[src/rtl/uart_rx_pkg.sv]
// Constants and helpers shared by the UART Rx front end, control FSM and checkers.
package uart_rx_pkg;

  localparam int unsigned PRESCALE_W = 6;
  localparam int unsigned BIT_CNT_W  = 4;

  localparam int unsigned PRESCALE_8  = 8;
  localparam int unsigned PRESCALE_16 = 16;
  localparam int unsigned PRESCALE_32 = 32;

  localparam int unsigned FRAME_BITS_NOPAR = 10;
  localparam int unsigned FRAME_BITS_PAR   = 11;

  // Half of the effective oversampling ratio; unsupported ratios fall back to 8.
  function automatic int unsigned half_prescale(input int unsigned prescale);
    int unsigned half;
    case (prescale)
      PRESCALE_16: half = PRESCALE_16 / 2;
      PRESCALE_32: half = PRESCALE_32 / 2;
      default:     half = PRESCALE_8 / 2;
    endcase
    return half;
  endfunction

  function automatic logic majority3(input logic a, input logic b, input logic c);
    return (a & b) | (a & c) | (b & c);
  endfunction

endpackage

[src/rtl/uart_rx_edge_sampler_if.sv]
// Control/status bundle between the Rx control FSM (master) and the edge sampler (slave).
interface uart_rx_edge_sampler_if #(
  parameter int unsigned PRESCALE_W = uart_rx_pkg::PRESCALE_W,
  parameter int unsigned BIT_CNT_W  = uart_rx_pkg::BIT_CNT_W
);

  logic                  S_Data;
  logic [PRESCALE_W-1:0] Prescale;
  logic                  count_EN;
  logic                  S_EN;
  logic [PRESCALE_W-1:0] edge_count;
  logic [BIT_CNT_W-1:0]  bit_count;
  logic                  sampled;
  logic                  sampled_bit;

  modport master (
    output S_Data, Prescale, count_EN, S_EN,
    input  edge_count, bit_count, sampled, sampled_bit
  );

  modport slave (
    input  S_Data, Prescale, count_EN, S_EN,
    output edge_count, bit_count, sampled, sampled_bit
  );

endinterface

[src/rtl/uart_rx_edge_counter.sv]
// Edge-within-bit and completed-bit counters with prescale decode; bit count saturates.
module uart_rx_edge_counter #(
  parameter int unsigned PRESCALE_W = uart_rx_pkg::PRESCALE_W,
  parameter int unsigned BIT_CNT_W  = uart_rx_pkg::BIT_CNT_W
) (
  input  logic                  CLK,
  input  logic                  Reset,
  input  logic [PRESCALE_W-1:0] Prescale,
  input  logic                  count_EN,
  output logic [PRESCALE_W-1:0] half_p,
  output logic [PRESCALE_W-1:0] edge_count,
  output logic [BIT_CNT_W-1:0]  bit_count
);
  import uart_rx_pkg::*;

  logic [PRESCALE_W-1:0] edge_q;
  logic [BIT_CNT_W-1:0]  bit_q;
  logic [PRESCALE_W-1:0] last_edge;

  always_comb begin
    half_p    = PRESCALE_W'(half_prescale(int'(Prescale)));
    last_edge = (half_p << 1) - PRESCALE_W'(1);
  end

  always_ff @(posedge CLK or posedge Reset) begin
    if (Reset) begin
      edge_q <= '0;
      bit_q  <= '0;
    end else if (!count_EN) begin
      edge_q <= '0;
      bit_q  <= '0;
    end else if (edge_q == last_edge) begin
      edge_q <= '0;
      if (bit_q != '1) begin
        bit_q <= bit_q + BIT_CNT_W'(1);
      end
    end else begin
      edge_q <= edge_q + PRESCALE_W'(1);
    end
  end

  assign edge_count = edge_q;
  assign bit_count  = bit_q;

endmodule

[src/rtl/uart_rx_edge_sampler.sv]
// UART Rx timing front end: three mid-bit samples, majority vote, one-cycle strobe.
// Build option RX_SYNC_EN inserts a 2-flop synchronizer on S_Data.
module uart_rx_edge_sampler #(
  parameter int unsigned PRESCALE_W = uart_rx_pkg::PRESCALE_W,
  parameter int unsigned BIT_CNT_W  = uart_rx_pkg::BIT_CNT_W
) (
  input logic                   CLK,
  input logic                   Reset,
  uart_rx_edge_sampler_if.slave bus
);
  import uart_rx_pkg::*;

  logic [PRESCALE_W-1:0] half_p;
  logic [PRESCALE_W-1:0] edge_count;
  logic [BIT_CNT_W-1:0]  bit_count;
  logic                  line;

  uart_rx_edge_counter #(
    .PRESCALE_W (PRESCALE_W),
    .BIT_CNT_W  (BIT_CNT_W)
  ) u_counter (
    .CLK        (CLK),
    .Reset      (Reset),
    .Prescale   (bus.Prescale),
    .count_EN   (bus.count_EN),
    .half_p     (half_p),
    .edge_count (edge_count),
    .bit_count  (bit_count)
  );

`ifdef RX_SYNC_EN
  logic [1:0] sync_q;

  always_ff @(posedge CLK or posedge Reset) begin
    if (Reset) begin
      sync_q <= 2'b11;
    end else begin
      sync_q <= {sync_q[0], bus.S_Data};
    end
  end

  assign line = sync_q[1];
`else
  assign line = bus.S_Data;
`endif

  logic s0_q, s1_q, s2_q;
  logic armed_q;
  logic sampled_q, sampled_bit_q;
  logic cap_en, at_s0, at_s1, at_s2;
  logic s2_d;

  always_comb begin
    cap_en = bus.count_EN & bus.S_EN;
    at_s0  = (edge_count == half_p - PRESCALE_W'(2));
    at_s1  = (edge_count == half_p - PRESCALE_W'(1));
    at_s2  = (edge_count == half_p);
    s2_d   = (cap_en && at_s2) ? line : s2_q;
  end

  // armed_q tracks an unbroken S_EN window since the s0 capture of this bit.
  always_ff @(posedge CLK or posedge Reset) begin
    if (Reset) begin
      s0_q          <= 1'b1;
      s1_q          <= 1'b1;
      s2_q          <= 1'b1;
      armed_q       <= 1'b0;
      sampled_q     <= 1'b0;
      sampled_bit_q <= 1'b1;
    end else begin
      sampled_q <= 1'b0;
      s2_q      <= s2_d;
      if (!bus.count_EN) begin
        armed_q <= 1'b0;
      end else if (at_s0) begin
        armed_q <= bus.S_EN;
        if (bus.S_EN) begin
          s0_q <= line;
        end
      end else if (at_s1) begin
        armed_q <= armed_q & bus.S_EN;
        if (bus.S_EN) begin
          s1_q <= line;
        end
      end else if (at_s2) begin
        armed_q <= 1'b0;
        if (armed_q && bus.S_EN) begin
          sampled_q     <= 1'b1;
          sampled_bit_q <= majority3(s0_q, s1_q, s2_d);
        end
      end
    end
  end

  assign bus.edge_count  = edge_count;
  assign bus.bit_count   = bit_count;
  assign bus.sampled     = sampled_q & bus.count_EN;
  assign bus.sampled_bit = sampled_bit_q;

endmodule

[src/flat_wrapper.sv]
// flat-port wrapper written by rule: the top's interface ports become plain ports
module uart_rx_edge_sampler_flat import uart_rx_pkg::*;
#(
  parameter int unsigned PRESCALE_W = uart_rx_pkg::PRESCALE_W,
  parameter int unsigned BIT_CNT_W  = uart_rx_pkg::BIT_CNT_W
)
  (CLK, Reset, bus_S_Data, bus_Prescale, bus_count_EN, bus_S_EN, bus_edge_count, bus_bit_count, bus_sampled, bus_sampled_bit);
  uart_rx_edge_sampler_if #(.PRESCALE_W(PRESCALE_W), .BIT_CNT_W(BIT_CNT_W)) bus_i ();
  input logic CLK;
  input logic Reset;
  input wire logic [$bits(bus_i.S_Data)-1:0] bus_S_Data;
  input wire logic [$bits(bus_i.Prescale)-1:0] bus_Prescale;
  input wire logic [$bits(bus_i.count_EN)-1:0] bus_count_EN;
  input wire logic [$bits(bus_i.S_EN)-1:0] bus_S_EN;
  output wire logic [$bits(bus_i.edge_count)-1:0] bus_edge_count;
  output wire logic [$bits(bus_i.bit_count)-1:0] bus_bit_count;
  output wire logic [$bits(bus_i.sampled)-1:0] bus_sampled;
  output wire logic [$bits(bus_i.sampled_bit)-1:0] bus_sampled_bit;
  assign bus_i.S_Data = bus_S_Data;
  assign bus_i.Prescale = bus_Prescale;
  assign bus_i.count_EN = bus_count_EN;
  assign bus_i.S_EN = bus_S_EN;
  assign bus_edge_count = bus_i.edge_count;
  assign bus_bit_count = bus_i.bit_count;
  assign bus_sampled = bus_i.sampled;
  assign bus_sampled_bit = bus_i.sampled_bit;
  uart_rx_edge_sampler #(.PRESCALE_W(PRESCALE_W), .BIT_CNT_W(BIT_CNT_W)) u_core (.CLK(CLK), .Reset(Reset), .bus(bus_i));
endmodule
[config.mk]
export PLATFORM = sky130hd
export DESIGN_NAME = uart_rx_edge_sampler_flat
export DESIGN_NICKNAME = d
export VERILOG_FILES = /design/src/rtl/uart_rx_pkg.sv /design/src/rtl/uart_rx_edge_sampler_if.sv /design/src/rtl/uart_rx_edge_counter.sv /design/src/rtl/uart_rx_edge_sampler.sv /design/src/flat_wrapper.sv
export SDC_FILE = /design/constraint.sdc
export NUM_CORES = 1
export LEC_CHECK = 0
export CAP_MARGIN = 20
export CORE_ASPECT_RATIO = 1.4
export CORE_MARGIN = 8
export CORE_UTILIZATION = 48
export DETAILED_ROUTE_END_ITERATION = 10
export MAX_ROUTING_LAYER = met4
export PLACE_DENSITY = 0.77
export RECOVER_POWER = 25
export SKIP_CTS_REPAIR_TIMING = 1
export SYNTH_ARGS = -nofsm -noshare
export SYNTH_HDL_FRONTEND = slang
export SYNTH_SLANG_ARGS = --single-unit
[constraint.sdc]
create_clock -name CLK -period 2.5 [get_ports CLK]
set_input_delay 0.75 -clock CLK [delete_from_list [all_inputs] [get_ports CLK]]
set_output_delay 0.75 -clock CLK [all_outputs]
set_load 0.005 [all_outputs]
## Yosys cells after proc, flatten, opt, wreduce, memory -nomap -nowiden

Index checks and enable logic that the tools add are counted.

- Bits in registers: 16
- Logic and storage cells: 55

- Add/sub/neg operators: 5
- Eq/ne operators: 10
- Multiplexer cells: 16
- Bitwise logic cells: 10
- Reduce and logical (&&, ||, !) cells: 6

Operators with widths:

| cell | number |
|---|---|
| equality test 6 bit | 3 |
| 2-to-1 mux 4 bit | 3 |
| 2-to-1 mux 6 bit | 2 |
| 2-to-1 mux 1 bit | 10 |
| one-hot mux 5 bit (2 select lines) | 1 |
| adder 6 x 1 -> 6 bit, second input constant | 1 |
| AND 1 bit | 6 |
| equality test 6 x 5 -> 1 bit | 1 |
| equality test 6 x 5 -> 1 bit, second input constant | 1 |
| equality test 6 bit, second input constant | 1 |
| subtractor 5 x 1 -> 6 bit, second input constant | 1 |
| subtractor 5 x 2 -> 6 bit, second input constant | 1 |
| subtractor 6 x 1 -> 6 bit, second input constant | 1 |
| AND reduction 5 bit | 1 |
| adder 4 x 1 -> 4 bit, second input constant | 1 |
| != test 2 x 1 -> 1 bit, second input constant | 2 |
| != test 4 x 1 -> 1 bit, second input constant | 1 |
| != test 4 bit, second input constant | 1 |
| AND reduction 4 bit | 1 |
| AND reduction 3 bit | 1 |
| logical AND 1 bit | 2 |
| inverter 1 bit | 2 |
| bitwise OR 1 bit | 2 |
| AND reduction 2 bit | 1 |

## Logic depth before layout (Yosys ltp)

Gate-level depths: netlist (run 1).

- Depth after elaboration: 8
- Mapped depth: 6
- Mapped depth without buffers: 5

## Hierarchy

A second synthesis (run 1) with hierarchy kept.

- Cells, all modules: 127
- Area total of the unflattened synthesis: 1,236.2 um^2

By module, submodules not included:

| module | times used | cells each | area each (um^2) | sequential area each (um^2) |
|---|---|---|---|---|
| uart_rx_edge_counter | 1 | 67 | 690.7 | 250.2 |
| uart_rx_edge_sampler | 1 | 60 | 545.5 | 128.9 |

## Worst setup path before layout (run 1)

No wires, ideal clock.

- Path kind: input-to-reg
- From: input bus_Prescale[1]
- To: register u_core.s1_q
- Setup time: 85 ps
- Arrival: 2,131 ps
- Data required time: 2,415 ps
- Slack: 284 ps
- Stages on the path: 5
- Path buffers: 0
- Path through: or4_4 o31ai_2 a311oi_2 nand4b_1 mux2_1

- Word-level cells in the longest chain between the ends: 6

Ends and longest elaborated chain:

| what | line | source |
|---|---|---|
| from (decl) | flat_wrapper.sv:12 | `input wire logic [$bits(bus_i.Prescale)-1:0] bus_Prescale;` |
| equality test 6 bit / equality test 6 x 5 -> 1 bit (equally long branches) | uart_rx_pkg.sv:17 | `case (prescale)` |
| one-hot mux 5 bit (2 select lines) (*) | uart_rx_pkg.sv:17 |  |
| subtractor 5 x 2 -> 6 bit | uart_rx_edge_sampler.sv:55 | `at_s0 = (edge_count == half_p - PRESCALE_W'(2));` |
| equality test 6 bit | uart_rx_edge_sampler.sv:55 |  |
| inverter 1 bit (no source line) | n/a |  |
| AND reduction 4 bit (no source line) (*) | n/a |  |
| to (signal assigned) | uart_rx_edge_sampler.sv:83 | `s1_q <= line;` |
| to (decl) | uart_rx_edge_sampler.sv:47 | `logic s0_q, s1_q, s2_q;` |

Mark *: on every way between the ends. The rest lies on a longest branch, timed or not.
A chain may end at the register's enable or synchronous reset.

## Final worst setup path (run 1)

- From: input bus_Prescale[2]
- To: register u_core.s1_q

Same word-level chain as after synthesis.

==> flow_metrics.tcl, run 1 <==
set metrics [dict create \
    hold_ws_ns 0.528 \
    routed_wl_um 2320 \
    gr-total-overflow 0 \
    diodes 0 \
    placed_cells 146 \
    critPathRequiredTime_ns 2.71 \
    slew_viol_final 0 \
    clock_skew_ns 0.00459 \
    portBuffers 22 \
    place.gp.congestion 0.891 \
    crit_type "primary input to register" \
    drive_gt1_share_pct 17.7 \
    drtIter0Drc 9 \
    ir_worst_vdd_v 0.000324 \
    cp-end-kind "register" \
    p_sw_uw 139 \
    met1_length_um 934 \
    synth-seq-area-share_pct 38.1 \
    dr_wl_met3_um 124 \
    track_usage_pct 13.0 \
    power.share.clock_pct 26.7 \
    fmax_ghz 0.416 \
    drtPass1Iterations 4 \
    rows 19 \
    synth_cell_type_count 36 \
    syn-num-nets 116 \
    fin_nets 146 \
    clk_path_buf_depth 2 \
    wl_per_cell_um 15.3 \
    setup_tns_ns 0 \
    synth_seq_cells 15 \
    worstPathMaxFanout 6 \
    rsz0062_at_grt "false" \
    cp_data_arrival_time_ns 2.62 \
    status "finished clean" \
    io_pins 23 \
    grt_pass1_wl_um 3830 \
    synth_area_per_cell_um2 9.85 \
    cts_tree "done" \
    first_global_vias 929 \
    relSlewSlack_pct 61.5 \
    antenna_left 0 \
    period_needed_ns 2.40 \
    synth_cells 101 \
    coreArea_um2 1970 \
    power.internal_uw 386 \
    numCtsBuffers 3 \
    clock-sinks 15 \
    vias 841 \
    clk-insertion-delay-late_ns 0.29 \
    min-delay-path-class "register to register" \
    drc_errors 0 \
    power_frac_comb_pct 19.9 \
    grt_max_degree 16 \
    p_leak_nw 0.585 \
    maxCapViolCount 0 \
    fp.dieH_um 69.9 \
    dp_hpwl_um 1800 \
    cts-root-buf "clkbuf_4" \
    setup_viol 0 \
    tightest_slew_ns 0.577 \
    top_layer_used "met4" \
    dp_slack_ns -0.322 \
    clk_pin_slew_worst_paths_ns 0.09 \
    vias_per_cell 5.57 \
    swShare_pct 26.5 \
    layout_setup_ws_ns 0.0976 \
    powerDensity_nw_per_um2 395 \
    yosys_warnings 0 \
    power.total_uw 525 \
    power_frac_seq_pct 53.4 \
    finalCritPeriodShare_pct 96.1 \
    initial_core_util_pct 50.4 \
    finalHoldViolCount 0 \
    syn_area_um2 995 \
    cts_max_level 1 \
    worstSetupStartpointType "primary input" \
    met2_length_um 1220 \
    fin_cells 151 \
    die_x_um 54.5 \
    grt_antenna_before_repair 0 \
    syn2layout_area_growth_pct 33.7 \
    die_area_um2 3810 \
]
## placed cells by master (no fill, tap or decap), drive strengths merged, types with 3 or more instances in the layout
| cell | n |
|---|---|
| ha | 4 |
| nor2 | 9 |
| mux2 | 3 |
| nand4 | 4 |
| dfstp | 3 |
| nor2b | 3 |
| and2 | 6 |
| buf | 6 |
| clkdlybuf4s50 | 17 |
| o31ai | 3 |
| mux2i | 4 |
| nand2 | 11 |
| inv | 6 |
| nand3 | 6 |
| clkbuf | 4 |
| dlymetal6s2s | 4 |
| dfrtp | 12 |
## registers in the layout, indices dropped and copies added, names as in the netlist
| name | count |
|---|---|
| u_core.armed_q | 1 |
| u_core.bus.sampled_bit | 1 |
| u_core.s0_q | 1 |
| u_core.s1_q | 1 |
| u_core.sampled_q | 1 |
| u_core.u_counter.bit_count | 4 |
| u_core.u_counter.edge_count | 6 |
## metrics by stage
step	utilization [%]	cell area, µm²
finish	67.4	1330
floorplan	-	995
detailed placement	64.2	1270
global route	67.4	1330
CTS	65.5	1290
global placement	64.2	1270
## cell usage after synthesis
master	instances	area, µm²
ha_1	4	50.1
o31ai_1	2	15.0
o31ai_2	1	12.5
mux2i_1	4	40.0
nand2b_1	2	12.5
nand4b_1	2	17.5
nand2_1	11	41.3
and3_1	1	6.26
buf_2	1	5.00
nor4_4	1	21.3
nand3b_1	1	7.51
or4_4	1	11.3
o21a_1	1	7.51
o32ai_2	1	16.3
and2_1	5	31.3
nand4_1	4	25.0
nand3_1	6	30.0
and2_0	1	6.26
inv_1	6	22.5
mux2_2	2	22.5
dfstp_2	3	78.8
a311oi_2	1	15.0
mux2_1	1	11.3
and4bb_2	1	12.5
nor4bb_1	1	10.0
dfrtp_1	12	300
xnor2_1	2	17.5
a2111oi_4	1	27.5
o21ai_0	1	5.00
a31o_2	2	17.5
maj3_1	1	10.0
clkbuf_1	2	7.51
a21oi_1	2	10.0
nor2_1	9	33.8
xor2_1	2	17.5
nor2b_1	3	18.8
## cell families after synthesis
kind of cell / Yosys count / synth area share [%]
AND/OR/NAND/NOR: 49 / 28.7
flip-flops: 15 / 38.1
AO/OA/AOI/OAI: 12 / 12.7
buffers and inverters: 9 / 3.52
multiplexers: 7 / 7.42
adder cells (fa/ha/maj): 5 / 6.04
XOR/XNOR: 4 / 3.52
## metal layers
metal	track usage, %	vias to the layer above
met3	2.75	5
met1	14.0	403
met2	22.0	17
li1	-	416
met5	-	-
met4	4.67	0
## cell type report
class | count | area, µm²
clock buffer | 4 | 26.3
fill | 178 | 643
inverter | 6 | 22.5
multi-input combinational | 77 | 601
sequential | 15 | 379
tap | 21 | 26.3
timing repair buffer | 28 | 275
## final timing paths
| path | startpoint | to | slack, ns | cells after the start |
|---|---|---|---|---|
| max in group asynchronous | Reset | u_core.s1_q | 1.18 | 2 |
| hold reg to reg | u_core.u_counter.edge_count[0] | u_core.u_counter.edge_count[0] | 0.53 | 1 |
| hold / removal | u_core.u_counter.edge_count[0] | u_core.u_counter.edge_count[0] | 0.53 | 1 |
| setup reg to reg | u_core.u_counter.edge_count[2] | u_core.s1_q | 0.61 | 5 |
| setup / recovery | bus_Prescale[2] | u_core.s1_q | 0.1 | 7 |
| min in group asynchronous | Reset | u_core.u_counter.bit_count[2] | 0.95 | 2 |
## worst max-delay path, stage by stage
cell             delay, ns
clkdlybuf4s50_1       0.46
nor4_4                0.15
buf_4                 0.18
nand4b_1              0.16
a311oi_4              0.41
nand4b_1              0.16
mux2_1                0.34
## power by group through the flow
stage,Clock (mW),Combinational [mW],Sequential (mW)
after floorplan,0,0.0577,0.280
final,0.140,0.104,0.281
after CTS,0.142,0.103,0.281
after detailed placement,0,0.102,0.286
after global placement,0,0.0988,0.284
after global routing,0.153,0.116,0.282
No activity file was read; power rests on OpenSTA's default activity.
==> run 2, diff against run 1 <==
Settings changed: CORE_UTILIZATION 48 to 51, CTS_BUF_LIST set to sky130_fd_sc_hd__clkbuf_8, PLACE_DENSITY 0.77 to 0.81, REMOVE_ABC_BUFFERS set to 1.
==> run 2 against run 1 <==
Final cell count stayed put. Largest power group unchanged. Critical path depth decreased by 1. Power grew 12%. Sequential share of layout area is 0.78 points lower. Setup slack lost 0.043 ns. Sequential power is essentially flat. Clock skew about the same. Wire length increased by 0.43%. First-iteration DRC count grew to 4.0 times the previous value. Die area shrank 4.4%.
==> flow_metrics.tcl, run 2 (synthesis gave the netlist of run 1 again) <==
set metrics [dict create \
    status "finished clean" \
    power_frac_seq_pct 48.0 \
    powerDensity_nw_per_um2 429 \
    vias 867 \
    drc_errors 0 \
    final_common_cell "clkdlybuf4s50_1" \
    clk_pin_slew_worst_paths_ns 0.06 \
    io_pins 23 \
    routed_wl_um 2330 \
    cts_max_level 1 \
    vias_per_cell 5.74 \
    mostFrequentLayoutCells "clkdlybuf4s50_1, dfrtp_1, nand2_1" \
    grt_pass1_wl_um 3870 \
    drive_gt1_share_pct 22.3 \
    track_usage_pct 14.6 \
    place.gp.congestion 0.879 \
    clk_path_buf_depth 2 \
    clock-sinks 15 \
    power.total_uw 587 \
    crit_type "primary input to register" \
    setup_viol 0 \
    critPathRequiredTime_ns 2.68 \
    finalHoldViolCount 0 \
    power.internal_uw 436 \
    die_x_um 53.3 \
    multi_input_area_um2 618 \
    regArea_um2 379 \
    power.share.clock_pct 33.7 \
    maxCapViolCount 0 \
    numCtsBuffers 3 \
    placed_area_um2 1270 \
    cp-end-kind "register" \
    p_leak_nw 0.603 \
    worstPathMaxFanout 6 \
    stdcell_area_um2 1370 \
    relSlewSlack_pct 62.3 \
    wl_per_cell_um 15.4 \
    grt_antenna_before_repair 0 \
    rsz0062_at_grt "true" \
    portBuffers 22 \
    syn2layout_area_growth_pct 37.5 \
    reg2reg_slack_ns 0.60 \
    period_needed_ns 2.45 \
    gr-total-overflow 0 \
    tightest_slew_ns 0.564 \
    initial_core_util_pct 52.3 \
    cts-root-buf "clkbuf_8" \
    die_area_um2 3640 \
    first_global_vias 856 \
    swShare_pct 25.8 \
    fillers 147 \
    fmax_ghz 0.409 \
    drtIter0Drc 36 \
    antenna_left 0 \
    worstSetupStartpointType "primary input" \
    cts_tree "done" \
    rows 19 \
    coreArea_um2 1900 \
    clk-insertion-delay-late_ns 0.25 \
    grt_max_degree 16 \
    slew_viol_final 0 \
    cp_data_arrival_time_ns 2.62 \
    largest_reg_flops 6 \
    drtPass1Iterations 4 \
    finalCritPeriodShare_pct 97.8 \
    ir_worst_vdd_v 0.000404 \
    fin_nets 146 \
    clock_skew_ns 0.00468 \
    p_sw_uw 151 \
    diodes 0 \
    dp_hpwl_um 1750 \
    min-delay-path-class "register to register" \
    fp.dieH_um 68.3 \
    power_frac_comb_pct 18.4 \
]
## run 2: changes by cell type in the layout (fill, tap and decap cells not counted), sizes merged
cell,change
clkinv,+1
clkbuf,-1
## run 2: worst max-delay path: stages
cell and delay [ns]:
clkdlybuf4s50_1 0.60, and2_1 0.33, o31ai_4 0.09, a311oi_2 0.37, nand4b_1 0.16, mux2_1 0.33
## run 2: layer usage
layer,vias up,GRT usage [%],wire [µm]
li1,413,-,-
met5,-,-,0
met3,5,4.35,171
met4,0,7.59,48
met2,29,23.8,1180
met1,420,15.5,923
## run 2: path summary, 6_finish.rpt
kind,start,end,depth (start not counted)
setup / recovery,bus_Prescale[4],u_core.s1_q,6
max in group asynchronous,Reset,u_core.u_counter.edge_count[5],2
hold / removal,u_core.u_counter.edge_count[0],u_core.u_counter.edge_count[0],1
setup reg to reg,u_core.u_counter.edge_count[2],u_core.s1_q,5
min in group asynchronous,Reset,u_core.u_counter.bit_count[0],2
hold reg to reg,u_core.u_counter.edge_count[0],u_core.u_counter.edge_count[0],1
## run 2: area by class of cell
cell class | instances | share of cell area (%)
multi-input combinational | 77 | 45.2
inverter | 6 | 1.65
clock inverter | 1 | 0.366
timing repair buffer | 28 | 20.1
clock buffer | 3 | 3.02
sequential | 15 | 27.7
tap | 21 | 1.92
## run 2: stage by stage
stage	setup WS (ns)	instances	setup TNS, ns	hold slack, ns	util (%)
after floorplan	0.284	98	0	0.490	-
after detailed placement	-0.325	146	-2.86	0.508	66.6
after global routing	-0.0306	151	-0.0379	0.554	71.9
after global placement	-0.265	146	-2.48	0.499	66.6
final	0.0548	151	0	0.514	71.9
after CTS	-0.120	150	-0.220	0.515	69.0
## run 2: power groups by stage
| stage | registers (mW) | clock network [mW] | logic [mW] |
|---|---|---|---|
| global placement | 0.285 | 0 | 0.0988 |
| CTS | 0.282 | 0.202 | 0.102 |
| detailed placement | 0.286 | 0 | 0.101 |
| floorplan | 0.282 | 0 | 0.0538 |
| finish | 0.281 | 0.198 | 0.108 |
| global route | 0.284 | 0.212 | 0.119 |
